[config.mk]
export PLATFORM = sky130hd
export DESIGN_NAME = platform_render_flat
export DESIGN_NICKNAME = d
export VERILOG_FILES = /design/src/rtl/platform_pkg.sv /design/src/rtl/platform_render_if.sv /design/src/rtl/platform_hit.sv /design/src/rtl/platform_render.sv /design/src/flat_wrapper.sv
export SDC_FILE = /design/constraint.sdc
export NUM_CORES = 2
export LEC_CHECK = 0
export ABC_AREA = 1
export ABC_CLOCK_PERIOD_IN_PS = 10200
export BUFFER_PORTS_ARGS = -buffer_cell sky130_fd_sc_hd__buf_4
export CORE_MARGIN = 5
export CORE_UTILIZATION = 55
export DETAILED_ROUTE_END_ITERATION = 8
export PLACE_DENSITY = 0.74
export SYNTH_ARGS = -nofsm -noshare
export SYNTH_HDL_FRONTEND = slang
export SYNTH_SLANG_ARGS = --single-unit
export TNS_END_PERCENT = 20
[constraint.sdc]
create_clock -name clk -period 10.2 [get_ports clk]
set_clock_uncertainty 0.1 [all_clocks]
set_input_delay 2.55 -clock clk [delete_from_list [all_inputs] [get_ports clk]]
set_output_delay 2.55 -clock clk [all_outputs]
set_load 0.05 [all_outputs]
[src/rtl/platform_pkg.sv]
// Shared types and tile geometry for the platform/pool sprite renderer.
package platform_pkg;

    typedef enum logic [1:0] {
        PLATFORM = 2'b00,
        WATER    = 2'b01,
        FIRE     = 2'b10
    } platform_type_e;

    // Tile geometry: platforms are 64x8, water and fire pools are 49x10.
    localparam logic [6:0]  PLATFORM_W = 7'd64;
    localparam logic [3:0]  PLATFORM_H = 4'd8;
    localparam logic [6:0]  POOL_W     = 7'd49;
    localparam logic [3:0]  POOL_H     = 4'd10;

    localparam logic [11:0] TRANSPARENT_DEFAULT = 12'hF0F;

    typedef struct packed {
        logic [10:0] x;
        logic [10:0] y;
        logic [1:0]  ptype;
        logic [3:0]  tiles;
    } platform_entry_t;

    typedef struct packed {
        logic [10:0] hcount;
        logic [10:0] vcount;
        logic        hsync;
        logic        hblnk;
        logic        vsync;
        logic        vblnk;
        logic [11:0] rgb;
    } vga_stream_t;

    function automatic logic [6:0] tile_w(input logic [1:0] t);
        return (t == PLATFORM) ? PLATFORM_W : POOL_W;
    endfunction

    function automatic logic [3:0] tile_h(input logic [1:0] t);
        return (t == PLATFORM) ? PLATFORM_H : POOL_H;
    endfunction

    // Type 2'b11 and a zero tile count both mean the slot is unused.
    function automatic logic entry_enabled(input platform_entry_t e);
        return (e.tiles != 4'd0) && (e.ptype != 2'b11);
    endfunction

endpackage

[src/rtl/platform_render_if.sv]
// Object-table programming bus: staging writes, commit request, commit ack.
interface platform_render_if #(
    parameter int IDX_W = 3
);
    logic             tbl_we;
    logic [IDX_W-1:0] tbl_idx;
    logic [10:0]      tbl_x;
    logic [10:0]      tbl_y;
    logic [1:0]       tbl_type;
    logic [3:0]       tbl_tiles;
    logic             tbl_commit;
    logic             commit_done;

    modport master (
        output tbl_we, tbl_idx, tbl_x, tbl_y, tbl_type, tbl_tiles, tbl_commit,
        input  commit_done
    );

    modport slave (
        input  tbl_we, tbl_idx, tbl_x, tbl_y, tbl_type, tbl_tiles, tbl_commit,
        output commit_done
    );
endinterface

[src/rtl/platform_hit.sv]
// Per-object coverage test: tracks column/tile position along the current
// line and produces hit, ROM address and type for the current pixel.
module platform_hit
    import platform_pkg::*;
(
    input  logic            clk,
    input  logic            rst,
    input  platform_entry_t entry,
    input  logic [10:0]     hcount_in,
    input  logic [10:0]     vcount_in,
    input  logic            hblnk_in,
    input  logic            vblnk_in,
    output logic            hit,
    output logic [11:0]     address,
    output logic [1:0]      ptype
);

    logic [5:0]  col_q, col_d;
    logic [3:0]  tile_q, tile_d;
    logic        span_q, span_d;

    logic [6:0]  w;
    logic [3:0]  h;
    logic [11:0] row_full;
    logic [11:0] row12;
    logic [3:0]  row;
    logic        on_line;
    logic        last_col;

    // Column counter replaces (hcount - x) mod W: the registered state holds
    // the previous pixel's position, the current one is derived from it.
    always_comb begin
        w        = tile_w(entry.ptype);
        h        = tile_h(entry.ptype);
        row_full = {1'b0, vcount_in} - {1'b0, entry.y};
        on_line  = entry_enabled(entry) && (vcount_in >= entry.y) &&
                   (row_full < {8'd0, h});
        row      = row_full[3:0];
        row12    = {8'd0, row};
        last_col = ({1'b0, col_q} == (w - 7'd1));

        col_d  = col_q;
        tile_d = tile_q;
        span_d = 1'b0;
        if (on_line && !hblnk_in && !vblnk_in) begin
            if (hcount_in == entry.x) begin
                col_d  = '0;
                tile_d = '0;
                span_d = 1'b1;
            end else if (span_q) begin
                if (last_col) begin
                    col_d  = '0;
                    tile_d = tile_q + 4'd1;
                    span_d = ((tile_q + 4'd1) != entry.tiles);
                end else begin
                    col_d  = col_q + 6'd1;
                    span_d = 1'b1;
                end
            end
        end

        hit   = span_d;
        ptype = entry.ptype;
        if (entry.ptype == PLATFORM) begin
            address = {3'd0, row[2:0], col_d};
        end else begin
            address = (row12 << 5) + (row12 << 4) + row12 + {6'd0, col_d};
        end
    end

    // Position state for the next pixel.
    always_ff @(posedge clk) begin
        if (rst) begin
            col_q  <= '0;
            tile_q <= '0;
            span_q <= 1'b0;
        end else begin
            col_q  <= col_d;
            tile_q <= tile_d;
            span_q <= span_d;
        end
    end

endmodule

[src/rtl/platform_render.sv]
// Platform/pool compositor: double-buffered object table, per-pixel priority
// hit select, ROM address issue and 3-clock re-timed VGA stream.
module platform_render
    import platform_pkg::*;
#(
    parameter int          NUM_ENTRIES = 8,
    parameter logic [11:0] TRANSPARENT = TRANSPARENT_DEFAULT
) (
    input  logic                clk,
    input  logic                rst,
    input  logic [10:0]         hcount_in,
    input  logic [10:0]         vcount_in,
    input  logic                hsync_in,
    input  logic                hblnk_in,
    input  logic                vsync_in,
    input  logic                vblnk_in,
    input  logic [11:0]         rgb_in,
    platform_render_if.slave    tbl,
    output logic [11:0]         rom_address,
    output logic [1:0]          rom_type,
    input  logic [11:0]         rom_rgb,
    output logic [10:0]         hcount_out,
    output logic [10:0]         vcount_out,
    output logic                hsync_out,
    output logic                hblnk_out,
    output logic                vsync_out,
    output logic                vblnk_out,
    output logic [11:0]         rgb_out
);

    platform_entry_t staging_q [NUM_ENTRIES];
    platform_entry_t staging_d [NUM_ENTRIES];
    platform_entry_t active_q  [NUM_ENTRIES];
    platform_entry_t active_d  [NUM_ENTRIES];

    logic pending_q, pending_d;
    logic vblnk_prev_q, vblnk_prev_d;
    logic commit_done_q, commit_done_d;
    logic apply;

    logic [NUM_ENTRIES-1:0] ent_hit;
    logic [11:0]            ent_addr [NUM_ENTRIES];
    logic [1:0]             ent_type [NUM_ENTRIES];

    logic        sel_hit;
    logic [11:0] sel_addr;
    logic [1:0]  sel_type;

    vga_stream_t s1_q, s1_d, s2_q, s2_d, s3_q, s3_d;
    logic        hit1_q, hit1_d, hit2_q, hit2_d;
    logic [11:0] rom_address_q, rom_address_d;
    logic [1:0]  rom_type_q, rom_type_d;

    for (genvar g = 0; g < NUM_ENTRIES; g++) begin : gen_hit
        platform_hit u_hit (
            .clk       (clk),
            .rst       (rst),
            .entry     (active_q[g]),
            .hcount_in (hcount_in),
            .vcount_in (vcount_in),
            .hblnk_in  (hblnk_in),
            .vblnk_in  (vblnk_in),
            .hit       (ent_hit[g]),
            .address   (ent_addr[g]),
            .ptype     (ent_type[g])
        );
    end

    // Staging writes, commit request and frame-boundary copy to the active table.
    always_comb begin
        apply     = pending_q && vblnk_in && !vblnk_prev_q;
        staging_d = staging_q;
        if (tbl.tbl_we) begin
            staging_d[tbl.tbl_idx] = '{x: tbl.tbl_x, y: tbl.tbl_y,
                                       ptype: tbl.tbl_type, tiles: tbl.tbl_tiles};
        end
        active_d      = apply ? staging_q : active_q;
        pending_d     = (pending_q && !apply) || tbl.tbl_commit;
        vblnk_prev_d  = vblnk_in;
        commit_done_d = apply;
    end

    // Lowest-index covering object wins.
    always_comb begin
        sel_hit  = 1'b0;
        sel_addr = '0;
        sel_type = PLATFORM;
        for (int unsigned i = 0; i < NUM_ENTRIES; i++) begin
            if (!sel_hit && ent_hit[i]) begin
                sel_hit  = 1'b1;
                sel_addr = ent_addr[i];
                sel_type = ent_type[i];
            end
        end
    end

    // Three-stage stream delay; the ROM answers between S1 and S3.
    always_comb begin
        s1_d          = '{hcount: hcount_in, vcount: vcount_in, hsync: hsync_in,
                          hblnk: hblnk_in, vsync: vsync_in, vblnk: vblnk_in,
                          rgb: rgb_in};
        hit1_d        = sel_hit;
        rom_address_d = sel_hit ? sel_addr : '0;
        rom_type_d    = sel_hit ? sel_type : PLATFORM;
        s2_d          = s1_q;
        hit2_d        = hit1_q;
        s3_d          = s2_q;
        if (hit2_q && (rom_rgb != TRANSPARENT)) begin
            s3_d.rgb = rom_rgb;
        end
    end

    // All state registers.
    always_ff @(posedge clk) begin
        if (rst) begin
            for (int unsigned i = 0; i < NUM_ENTRIES; i++) begin
                staging_q[i] <= '0;
                active_q[i]  <= '0;
            end
            pending_q     <= 1'b0;
            vblnk_prev_q  <= 1'b0;
            commit_done_q <= 1'b0;
            s1_q          <= '0;
            s2_q          <= '0;
            s3_q          <= '0;
            hit1_q        <= 1'b0;
            hit2_q        <= 1'b0;
            rom_address_q <= '0;
            rom_type_q    <= '0;
        end else begin
            staging_q     <= staging_d;
            active_q      <= active_d;
            pending_q     <= pending_d;
            vblnk_prev_q  <= vblnk_prev_d;
            commit_done_q <= commit_done_d;
            s1_q          <= s1_d;
            s2_q          <= s2_d;
            s3_q          <= s3_d;
            hit1_q        <= hit1_d;
            hit2_q        <= hit2_d;
            rom_address_q <= rom_address_d;
            rom_type_q    <= rom_type_d;
        end
    end

    assign tbl.commit_done = commit_done_q;
    assign rom_address     = rom_address_q;
    assign rom_type        = rom_type_q;
    assign hcount_out      = s3_q.hcount;
    assign vcount_out      = s3_q.vcount;
    assign hsync_out       = s3_q.hsync;
    assign hblnk_out       = s3_q.hblnk;
    assign vsync_out       = s3_q.vsync;
    assign vblnk_out       = s3_q.vblnk;
    assign rgb_out         = s3_q.rgb;

endmodule

[src/flat_wrapper.sv]
// flat-port wrapper written by rule: the top's interface ports become plain ports
module platform_render_flat import platform_pkg::*;
#(
    parameter int          NUM_ENTRIES = 8,
    parameter logic [11:0] TRANSPARENT = TRANSPARENT_DEFAULT
)
  (clk, rst, hcount_in, vcount_in, hsync_in, hblnk_in, vsync_in, vblnk_in, rgb_in, rom_address, rom_type, rom_rgb, hcount_out, vcount_out, hsync_out, hblnk_out, vsync_out, vblnk_out, rgb_out, tbl_tbl_we, tbl_tbl_idx, tbl_tbl_x, tbl_tbl_y, tbl_tbl_type, tbl_tbl_tiles, tbl_tbl_commit, tbl_commit_done);
  platform_render_if #(.IDX_W(3)) tbl_i ();
  input  logic clk;
  input  logic rst;
  input  logic [10:0] hcount_in;
  input  logic [10:0] vcount_in;
  input  logic hsync_in;
  input  logic hblnk_in;
  input  logic vsync_in;
  input  logic vblnk_in;
  input  logic [11:0] rgb_in;
  output logic [11:0] rom_address;
  output logic [1:0] rom_type;
  input  logic [11:0] rom_rgb;
  output logic [10:0] hcount_out;
  output logic [10:0] vcount_out;
  output logic hsync_out;
  output logic hblnk_out;
  output logic vsync_out;
  output logic vblnk_out;
  output logic [11:0] rgb_out;
  input wire logic [$bits(tbl_i.tbl_we)-1:0] tbl_tbl_we;
  input wire logic [$bits(tbl_i.tbl_idx)-1:0] tbl_tbl_idx;
  input wire logic [$bits(tbl_i.tbl_x)-1:0] tbl_tbl_x;
  input wire logic [$bits(tbl_i.tbl_y)-1:0] tbl_tbl_y;
  input wire logic [$bits(tbl_i.tbl_type)-1:0] tbl_tbl_type;
  input wire logic [$bits(tbl_i.tbl_tiles)-1:0] tbl_tbl_tiles;
  input wire logic [$bits(tbl_i.tbl_commit)-1:0] tbl_tbl_commit;
  output wire logic [$bits(tbl_i.commit_done)-1:0] tbl_commit_done;
  assign tbl_i.tbl_we = tbl_tbl_we;
  assign tbl_i.tbl_idx = tbl_tbl_idx;
  assign tbl_i.tbl_x = tbl_tbl_x;
  assign tbl_i.tbl_y = tbl_tbl_y;
  assign tbl_i.tbl_type = tbl_tbl_type;
  assign tbl_i.tbl_tiles = tbl_tbl_tiles;
  assign tbl_i.tbl_commit = tbl_tbl_commit;
  assign tbl_commit_done = tbl_i.commit_done;
  platform_render #(.NUM_ENTRIES(NUM_ENTRIES), .TRANSPARENT(TRANSPARENT)) u_core (.clk(clk), .rst(rst), .hcount_in(hcount_in), .vcount_in(vcount_in), .hsync_in(hsync_in), .hblnk_in(hblnk_in), .vsync_in(vsync_in), .vblnk_in(vblnk_in), .rgb_in(rgb_in), .tbl(tbl_i), .rom_address(rom_address), .rom_type(rom_type), .rom_rgb(rom_rgb), .hcount_out(hcount_out), .vcount_out(vcount_out), .hsync_out(hsync_out), .hblnk_out(hblnk_out), .vsync_out(vsync_out), .vblnk_out(vblnk_out), .rgb_out(rgb_out));
endmodule
==> metrics.txt <==
# TYPE chip_impl_metric gauge
chip_impl_metric{name="post_drt_via_cell_ratio",unit=""} 5.39
chip_impl_metric{name="ff2ff_setup_slack",unit="ps"} 4340
chip_impl_metric{name="worst_slew_pin_slew",unit="ps"} 1150
chip_impl_metric{name="cts_max_path_buffers",unit=""} 3
chip_impl_metric{name="ctsResizeCount",unit=""} 0
chip_impl_metric{name="avgRoutedWirePerCell",unit="um"} 17.1
chip_impl_metric{name="number_of_levels_in_the_clock_h_tree",unit=""} 3
chip_impl_metric{name="grt_max_degree",unit=""} 222
chip_impl_metric{name="final_area",unit="um^2"} 40700
chip_impl_metric{name="pwr_density_cell",unit="nW/um^2"} 161
chip_impl_metric{name="dieWidth",unit="um"} 269
chip_impl_metric{name="timing.reg2reg.worst_path_depth",unit=""} 36
chip_impl_metric{name="number_of_synthesized_flops_with_an_enable_pin",unit=""} 0
chip_impl_metric{name="die-area",unit="um^2"} 72200
chip_impl_info{name="min-delay-start",value="u_core.s2_q[14]"} 1
chip_impl_metric{name="layout_worst_path_cycle_share",unit="%"} 79.8
chip_impl_metric{name="synth.distinct_cells",unit=""} 69
chip_impl_metric{name="final-max-slew-violation-count",unit=""} 0
chip_impl_metric{name="clock_latency",unit="ps"} 640
chip_impl_metric{name="final_nets",unit=""} 5639
chip_impl_metric{name="postRouteAntennaNets",unit=""} 0
chip_impl_metric{name="path_clk_slew",unit="ps"} 60
chip_impl_info{name="min_path_type",value="flip-flop to flip-flop"} 1
chip_impl_metric{name="io_buffer_count",unit=""} 135
chip_impl_metric{name="route.vias.total",unit=""} 33500
chip_impl_info{name="regToRegStartpoint",value="u_core.active_q[202]"} 1
chip_impl_metric{name="power.static_leakage",unit="nW"} 19.1
chip_impl_info{name="run_status",value="complete, no violations"} 1
chip_impl_info{name="crit-reg2reg-capture",value="u_core.rom_address[7]"} 1
chip_impl_metric{name="syn-mean-instance-area",unit="um^2"} 6.96
chip_impl_metric{name="final_total_pwr",unit="mW"} 6.58
chip_impl_metric{name="drive_above_1_share",unit="%"} 8.17
chip_impl_metric{name="totalWireLength",unit="mm"} 106
chip_impl_metric{name="arrival_time_of_data_at_the_critical_path_endpoint",unit="ps"} 8550
chip_impl_metric{name="routabilityCongestion",unit=""} 0.967
chip_impl_metric{name="netlist_instances",unit=""} 5289
chip_impl_metric{name="stdcell_count",unit=""} 6225
chip_impl_metric{name="routed-wl-met2",unit="mm"} 45.4
chip_impl_metric{name="final_core_area_utilization",unit="%"} 61.6
chip_impl_metric{name="dpl.cell_count",unit=""} 6088
chip_impl_metric{name="io_pins",unit=""} 138
chip_impl_info{name="layout.cells.most_common",value="nor2_1"} 1
chip_impl_metric{name="finalWorstSetupSlack",unit="ps"} 2060
chip_impl_metric{name="dr.pass1.iters",unit=""} 5
chip_impl_metric{name="synth.cell_area",unit="um^2"} 36800
chip_impl_metric{name="critical_path_peak_fanout",unit=""} 9
chip_impl_metric{name="synth.ff_latch_count",unit=""} 666
chip_impl_metric{name="timing.critical_path.slowest_cell_delay",unit="ps"} 540
chip_impl_metric{name="slew_headroom",unit="%"} 23.0
chip_impl_metric{name="tritoncts.num_buffers",unit=""} 73
chip_impl_metric{name="preCtsSetupSlack",unit="ps"} 1470
chip_impl_metric{name="fill_cell_count",unit=""} 6133
chip_impl_metric{name="final_setup_violations",unit=""} 0
chip_impl_info{name="layout_common_cells",value="1,159 x nor2_1, 721 x nand2_1, 666 x dfxtp_1, 584 x inv_1, 548 x o21ai_0"} 1
chip_impl_metric{name="grt_pass1_wl",unit="mm"} 164
chip_impl_metric{name="initial_utilization",unit="%"} 55.7
chip_impl_metric{name="grt.total_usage",unit="%"} 28.5
chip_impl_metric{name="final-hold-violation-count",unit=""} 0
chip_impl_metric{name="max-vdd-ir-drop",unit="mV"} 0.153
chip_impl_metric{name="syn_to_final_growth",unit="%"} 10.6
chip_impl_info{name="critical_path_class",value="input pin to flip-flop"} 1
chip_impl_metric{name="synthesis.yosys.warnings",unit=""} 0
chip_impl_metric{name="met1Wirelength",unit="mm"} 47.6
chip_impl_info{name="worstSetupStartpointType",value="input pin"} 1
chip_impl_metric{name="detailedPlacementHpwl",unit="mm"} 75.7
chip_impl_metric{name="hold_slack",unit="ps"} 293
chip_impl_info{name="synth_ff_type",value="dfxtp_1"} 1
chip_impl_metric{name="ys_async_sr_fraction",unit="%"} 0
chip_impl_metric{name="cap_viol_max_count",unit=""} 0
chip_impl_metric{name="setup_tns",unit="ps"} 0
chip_impl_info{name="holdPathEnd",value="u_core.hblnk_out"} 1
chip_impl_info{name="cp-end-kind",value="flip-flop"} 1
chip_impl_metric{name="antenna_violations_before_repair",unit=""} 2
chip_impl_metric{name="placement.cell_area",unit="um^2"} 38200
chip_impl_info{name="tritoncts",value="yes"} 1
chip_impl_metric{name="grt_pass1_vias",unit=""} 29900
chip_impl_metric{name="drt_iter0_drc",unit=""} 3072
chip_impl_info{name="timing.critical_path.mode_cell",value="inv_1"} 1
chip_impl_info{name="rsz0062_at_grt",value="no"} 1
chip_impl_metric{name="post-route-drc-count",unit=""} 0
chip_impl_metric{name="dr_wl_met3",unit="mm"} 8.99
chip_impl_metric{name="holdBufCountCts",unit=""} 0
chip_impl_metric{name="num_rows",unit=""} 94
chip_impl_metric{name="grt_overflow_total",unit=""} 0
chip_impl_info{name="route.top_layer_used",value="met4"} 1
chip_impl_metric{name="cts.sink_count",unit=""} 666
chip_impl_metric{name="cts.repair_timing.setup_buffer_count",unit=""} 0
chip_impl_info{name="root_buffer_cell",value="clkbuf_16"} 1
chip_impl_metric{name="max_freq",unit="MHz"} 123
chip_impl_metric{name="die_y",unit="um"} 269
chip_impl_metric{name="holdPathStages",unit=""} 2
chip_impl_metric{name="fp.coreArea",unit="um^2"} 66100
chip_impl_metric{name="ys_seq_area_share",unit="%"} 36.2
chip_impl_metric{name="finalWorstPathRequiredPeriod",unit="ps"} 8140
chip_impl_metric{name="cp_data_required_time",unit="ps"} 10610
chip_impl_info{name="crit_slowest_cell",value="inv_1"} 1
## power breakdown
group	switching, mW	leakage [nW]	internal, mW
Sequential	0.0488	5.43	2.70
Combinational	0.731	12.5	0.369
Clock	1.13	1.22	1.60
## layout make-up
type                    instances  area [um^2]  area share (%)
clock inverters                24          380           0.933
clock buffers                 111         2140            5.25
diodes                          2         5.00          0.0123
repair buffers                153         1150            2.83
well taps                     864         1080            2.65
flip-flops and latches        666        13300            32.7
multi-input cells            3778        20300            49.8
inverters                     627         2360            5.80
## synth_stat cells (61+ instances only)
master	number	share of area [%]
xnor2_1	61	1.5
clkbuf_1	171	1.7
a21oi_1	282	3.8
dfxtp_1	666	36
nor2_1	1167	12
nand2_1	721	7.3
xor2_1	122	2.9
inv_1	584	6.0
ha_1	231	7.8
o21ai_0	548	7.4
nand4_1	75	1.3
nand3_1	244	3.3
## flip-flops by register name, indices dropped and copies added, names as in the netlist, 2 cells and up
| name | flops |
|---|---|
| u_core.active_q | 224 |
| u_core.gen_hit.u_hit.col_q | 48 |
| u_core.gen_hit.u_hit.span_q | 8 |
| u_core.gen_hit.u_hit.tile_q | 32 |
| u_core.hcount_out | 11 |
| u_core.rgb_out | 12 |
| u_core.rom_address | 10 |
| u_core.rom_type | 2 |
| u_core.s1_q | 37 |
| u_core.s2_q | 38 |
| u_core.staging_q | 224 |
| u_core.vcount_out | 11 |
## worst max path at each step
stage                      start                     to  slack, ps
floorplan           vcount_in[0]  u_core.rom_address[8]       2720
global placement    vcount_in[0]  u_core.rom_address[7]       1590
detailed placement  vcount_in[0]  u_core.rom_address[7]       1470
CTS                 vcount_in[0]  u_core.rom_address[7]       2130
global route        vcount_in[0]  u_core.rom_address[8]       1510
finish              vcount_in[0]  u_core.rom_address[7]       2060
## critical path, delay by kind of cell
family | cells | cell delay, ps
xor gates and xnor gates | 1 | 150
AOI/OAI and AO/OA | 6 | 850
adders and majority gates | 6 | 1860
and+or+nand+nor | 16 | 1960
buffers and inverters | 9 | 1200
## layer usage
| layer | vias to the layer above | global-route usage [%] |
|---|---|---|
| li1 | 17000 | - |
| met1 | 15200 | 40.7 |
| met2 | 1160 | 43.0 |
| met3 | 206 | 5.40 |
| met4 | 0 | 11.1 |
| met5 | - | 0 |
## cell families after synthesis
logic type      count (synthesis)  synth area share (%)
simple gates                 2397                  27.8
compound gates                938                  13.5
buf+inv                       846                  8.81
flops                         666                  36.2
fa+ha+maj                     255                  9.15
xor+xnor                      185                  4.44
other cells                     1                0.0102
mux                             1                0.0272
No activity file was read; power rests on OpenSTA's default activity.
